### config.mk
export PLATFORM = sky130hd
export DESIGN_NAME = argo_chan_fifo
export DESIGN_NICKNAME = d
export VERILOG_FILES = /design/src/rtl/argo_chan_pkg.sv /design/src/rtl/argo_chan_ram.sv /design/src/rtl/argo_chan_fifo.sv
export SDC_FILE = /design/constraint.sdc
export NUM_CORES = 1
export LEC_CHECK = 0
export ABC_AREA = 1
export CAP_MARGIN = 20
export CORE_MARGIN = 10
export CORE_UTILIZATION = 30
export DETAILED_ROUTE_END_ITERATION = 8
export PLACE_DENSITY = 0.47
export SLEW_MARGIN = 20
export SYNTH_ARGS = -nofsm -noshare
export SYNTH_HDL_FRONTEND = slang
export SYNTH_HIERARCHICAL = 1
export SYNTH_SLANG_ARGS = --single-unit
### constraint.sdc
create_clock -name clk -period 8.14 [get_ports clk]
set_input_delay 1.628 -clock clk [delete_from_list [all_inputs] [get_ports clk]]
set_output_delay 1.628 -clock clk [all_outputs]
set_load 0.02 [all_outputs]
### src/rtl/argo_chan_pkg.sv
// Shared helpers for the Argo channel FIFO: counter/pointer sizing and
// modulo-DEPTH pointer increment (DEPTH need not be a power of two).
package argo_chan_pkg;

  function automatic int cnt_width(input int depth);
    return (depth < 1) ? 1 : $clog2(depth + 1);
  endfunction

  function automatic int ptr_width(input int depth);
    return (depth > 1) ? $clog2(depth) : 1;
  endfunction

  function automatic int unsigned ptr_inc(input int unsigned ptr, input int unsigned depth);
    return (ptr == depth - 32'd1) ? 32'd0 : ptr + 32'd1;
  endfunction

endpackage

### src/rtl/argo_chan_ram.sv
// DEPTH x DATA_WIDTH flop storage: synchronous write, asynchronous read.
module argo_chan_ram #(
  parameter int DATA_WIDTH = 32,
  parameter int DEPTH      = 8,
  parameter int PTR_W      = 3
) (
  input  logic                  clk,
  input  logic                  we_i,
  input  logic [PTR_W-1:0]      waddr_i,
  input  logic [DATA_WIDTH-1:0] wdata_i,
  input  logic [PTR_W-1:0]      raddr_i,
  output logic [DATA_WIDTH-1:0] rdata_o
);

  logic [DATA_WIDTH-1:0] mem_q [DEPTH];

  always_ff @(posedge clk) begin
    if (we_i) mem_q[waddr_i] <= wdata_i;
  end

  assign rdata_o = mem_q[raddr_i];

endmodule

### src/rtl/argo_chan_fifo.sv
// Go-style channel between two Argo processes: buffered FIFO for DEPTH>0,
// unbuffered rendezvous for DEPTH=0, with sticky close and receive-side ok flag.
module argo_chan_fifo
  import argo_chan_pkg::*;
#(
  parameter int DATA_WIDTH   = 32,
  parameter int DEPTH        = 8,
  parameter int AFULL_THRESH = DEPTH - 1,
  localparam int CNT_WIDTH   = cnt_width(DEPTH)
) (
  input  logic                  clk,
  input  logic                  rst,
  input  logic                  wr_valid,
  output logic                  wr_ready,
  input  logic [DATA_WIDTH-1:0] wr_data,
  output logic                  rd_valid,
  input  logic                  rd_ready,
  output logic [DATA_WIDTH-1:0] rd_data,
  output logic                  rd_ok,
  input  logic                  close,
  output logic                  closed,
  output logic [CNT_WIDTH-1:0]  level,
  output logic                  almost_full
);

  logic closed_q;

  always_ff @(posedge clk or negedge rst) begin
    if (!rst)       closed_q <= 1'b0;
    else if (close) closed_q <= 1'b1;
  end

  assign closed = closed_q;

  generate
    if (DEPTH == 0) begin : g_rdv
      // Rendezvous: the receiver sees the sender's offer directly.
      assign wr_ready    = rst && rd_ready && !closed_q;
      assign rd_valid    = rst && (wr_valid || closed_q);
      assign rd_ok       = rst && wr_valid && !closed_q;
      assign rd_data     = rd_ok ? wr_data : '0;
      assign level       = '0;
      assign almost_full = 1'b1;
    end else begin : g_buf
      localparam int PW = ptr_width(DEPTH);

      logic [PW-1:0]         wr_ptr_q, wr_ptr_d, rd_ptr_q, rd_ptr_d;
      logic [CNT_WIDTH-1:0]  level_q, level_d;
      logic [DATA_WIDTH-1:0] ram_rdata;
      logic                  push, pop;

      assign wr_ready = rst && (level_q != CNT_WIDTH'(DEPTH)) && !closed_q;
      assign rd_valid = rst && ((level_q != '0) || closed_q);
      assign rd_ok    = (level_q != '0);
      assign rd_data  = rd_ok ? ram_rdata : '0;

      assign push = wr_valid && wr_ready;
      // Popping a closed, drained channel must leave state untouched.
      assign pop  = rd_valid && rd_ready && rd_ok;

      always_comb begin
        wr_ptr_d = wr_ptr_q;
        rd_ptr_d = rd_ptr_q;
        level_d  = level_q;
        if (push) wr_ptr_d = PW'(ptr_inc(32'(wr_ptr_q), DEPTH));
        if (pop)  rd_ptr_d = PW'(ptr_inc(32'(rd_ptr_q), DEPTH));
        if (push && !pop)      level_d = level_q + CNT_WIDTH'(1);
        else if (!push && pop) level_d = level_q - CNT_WIDTH'(1);
      end

      always_ff @(posedge clk or negedge rst) begin
        if (!rst) begin
          wr_ptr_q <= '0;
          rd_ptr_q <= '0;
          level_q  <= '0;
        end else begin
          wr_ptr_q <= wr_ptr_d;
          rd_ptr_q <= rd_ptr_d;
          level_q  <= level_d;
        end
      end

      argo_chan_ram #(
        .DATA_WIDTH (DATA_WIDTH),
        .DEPTH      (DEPTH),
        .PTR_W      (PW)
      ) u_ram (
        .clk     (clk),
        .we_i    (push),
        .waddr_i (wr_ptr_q),
        .wdata_i (wr_data),
        .raddr_i (rd_ptr_q),
        .rdata_o (ram_rdata)
      );

      assign level       = level_q;
      assign almost_full = (int'(level_q) >= AFULL_THRESH);
    end
  endgenerate

endmodule

==> flow_summary.toml <==
[layout]
design_area_um2 = 14400
drive_above_1_share_pct = 6.35
diodes = 0
syn_to_final_growth_pct = 18.1
final_nets = 1390
layoutNonFillerInstCount = 1895

[pwr]
swShare_pct = 37.0
p_comb_share_pct = 38.2
power.density_nw_per_um2 = 323
pwr-share-seq_pct = 34.4
power.internal_mw = 2.94
switching_power_mw = 1.72
clockPowerShare_pct = 27.4
vdd_ir_drop_max_v = 0.000191
static-leakage-power_nw = 6.47

[synth]
synthCells = 1272
synthesis.nets = 1317
avgSynthCellArea_um2 = 9.61
yosys.area_share.xor_xnor_pct = 0.143
yosys.area.top_type = "edfxtp_1"
ys_seq_area_share_pct = 65.2
synth_fa_ha_area_share_pct = 0.881
synthSimpleGateAreaFrac_pct = 21.3
synth_enable_flop_cells = 256
synth-seq-cells = 267
synth_top_cell_area_share_pct = 62.9
yosysWarningCount = 6
dominantRegCellSynth = "edfxtp_1"
synth.area.top_cells = "edfxtp_1 (63%), nand2_1 (14%), inv_1 (9.3%)"
synth_top_family_by_area = "simple AND/OR/NAND/NOR gates"
synth.distinct_cells = 23
syn_area_um2 = 12200
async_flop_share_pct = 4.12
synth.area.mux_share_pct = 0
synth-compound-area-share_pct = 0.287

[worst_setup_path]
critPathMaxFanout = 73
cp.required_ns = 6.51
end_kind = "output port"
critical_path_class = "register to output port"
critPathArrivalTime_ns = 3.83
start_kind = "register"

[timing]
fmax_ghz = 0.183
tns_ns = 0
finalCriticalPeriod_ns = 5.46
setup_violations = 0
fin_crit_sh_pct = 67.1
skew_ns = 0.00738
drv_slew = 0
rsz0062_at_grt = "no"
finalHoldWorstSlack_ns = 0.567
worst_pin_slew_ns = 0.963
relSlewSlack_pct = 35.8
hold_viol_final = 0

[clocking]
post_cts_buffers = 0
postCtsHoldBufs = 0
post_cts_resized = 0
clkTransAtPathRegs_ns = 0.05
cts_buffers = 31
ctsLongestPathBuffers = 3
cts.sinks = 267
cts_root_buffer = "clkbuf_16"
cts_tree = "done"
clk_latency_ns = 0.55
ctsHtreeMaxLevel = 1

[detailed_routing]
vias = 7865
wire_per_inst_um = 15.1
drtPass1Iterations = 4
post-route-drc-count = 0
drt-initial-drc-count = 373
via_per_inst = 4.15
ant_nets = 0
routed_wirelength_um = 28600

[global_route]
grt_usage_pct = 11.5
grt_pass1_wl_um = 45300
antenna_found_initial = 1
grt_pass1_vias = 7936
grt_overflow = 0
grt_max_degree = 74

[placement]
place_area_um2 = 13500
place.gp.congestion = 0.719
dp.cells = 1837
io_buffers = 77
hpwl_um = 15500

[run_status]
status = "finished, final reports clean"

[floorplanning]
fp.dieH_um = 222
core-area_um2 = 40000
ios = 78
die_area_um2 = 49200
rows = 73
initial_core_util_pct = 30.5
die_w_um = 222

[run]
maxCapViolCount = 0

[worst_hold_path]
hold_path.class = "register to register"
==> through the flow <==
| stage | setup slack [ns] | total power [mW] | util, % |
|---|---|---|---|
| floorplan | 4.26 | 2.81 | - |
| global placement | 2.91 | 3.46 | 33.7 |
| detailed placement | 2.89 | 3.46 | 33.7 |
| CTS | 2.53 | 4.76 | 36.1 |
| global route | 2.30 | 5.00 | 36.1 |
| finish | 2.68 | 4.66 | 36.1 |
==> critical path: stages (launching register included) <==
cell	delay, ns
dfrtp_4	0.74
inv_4	0.72
buf_4	0.66
nand2_1	0.12
nand3_1	0.10
nand2_1	0.06
nand2_1	0.05
nand2_1	0.10
inv_1	0.08
nor2_2	0.04
clkdlybuf4s50_1	0.55
==> cells by family after synthesis <==
| logic type | after synthesis |
|---|---|
| simple gates | 630 |
| buf+inv | 358 |
| flops | 267 |
| fa+ha+maj | 8 |
| compound gates | 7 |
| xor+xnor | 2 |
==> routing by layer <==
| layer | part of all wire [%] | global-route usage (%) | vias up |
|---|---|---|---|
| met5 | 0.042 | 0 | - |
| met4 | 1.2 | 2.38 | 2 |
| met3 | 3.6 | 2.04 | 30 |
| met2 | 49 | 20.2 | 101 |
| met1 | 46 | 14.4 | 3682 |
| li1 | - | - | 4050 |
==> cells in the mapped netlist, types with 5 or more instances <==
master	count
inv_1	302
edfxtp_1	256
nand2_1	449
dfrtp_1	11
buf_4	5
nor2_2	7
o21ai_1	5
buf_2	20
clkbuf_1	7
nor2_1	35
ha_1	7
buf_1	5
nand3_1	130
buf_6	14
==> sequential cells by signal, indices dropped and copies added, names as in the netlist <==
signal             cells
closed                 1
g_buf.u_ram/mem_q    256
g_buf.wr_ptr_q         3
g_buf.rd_ptr_q         3
level                  4
==> cell type report <==
cell class,instances,area (um2)
clock buffers,42,817
clock inverters,16,129
fillers,4041,25600
inverters,307,1160
multi-input cells,647,2820
flip-flops and latches,267,7970
well taps,525,657
repair buffers,91,876
==> cells in the final DEF (no fill, tap or decap), types with 4 or more instances in the layout <==
cell,n
buf_4,14
clkbuf_1,11
clkbuf_16,31
clkdlybuf4s50_1,77
clkinv_1,6
clkinv_2,7
dfrtp_1,8
edfxtp_1,256
ha_1,7
inv_1,302
nand2_1,449
nand3_1,130
nor2_1,27
nor2_2,7
nor2_4,9
o21ai_1,5
or2_2,4
==> power by group through the flow <==
stage / Combinational [mW] / Clock, mW / Sequential [mW]
after floorplan: 1.23 / 0 / 1.59
after global placement: 1.82 / 0 / 1.63
after detailed placement: 1.83 / 0 / 1.63
after CTS: 1.84 / 1.31 / 1.61
after global routing: 2.01 / 1.38 / 1.61
final: 1.78 / 1.28 / 1.60
==> final timing paths <==
path,end,cells past startpoint,start,slack [ns]
worst max-delay path,rd_data[1],10,g_buf.rd_ptr_q[0],2.68
worst min-delay path,g_buf.wr_ptr_q[2],2,g_buf.wr_ptr_q[2],0.57
worst max register to register,g_buf.u_ram/mem_q[7][16],7,level[1],5.57
worst min register to register,g_buf.wr_ptr_q[2],2,g_buf.wr_ptr_q[2],0.57
max in group asynchronous,g_buf.rd_ptr_q[0],1,rst,6.13
min in group asynchronous,g_buf.rd_ptr_q[1],1,rst,1.50
Note: power is estimated with default switching activity, not from simulation.
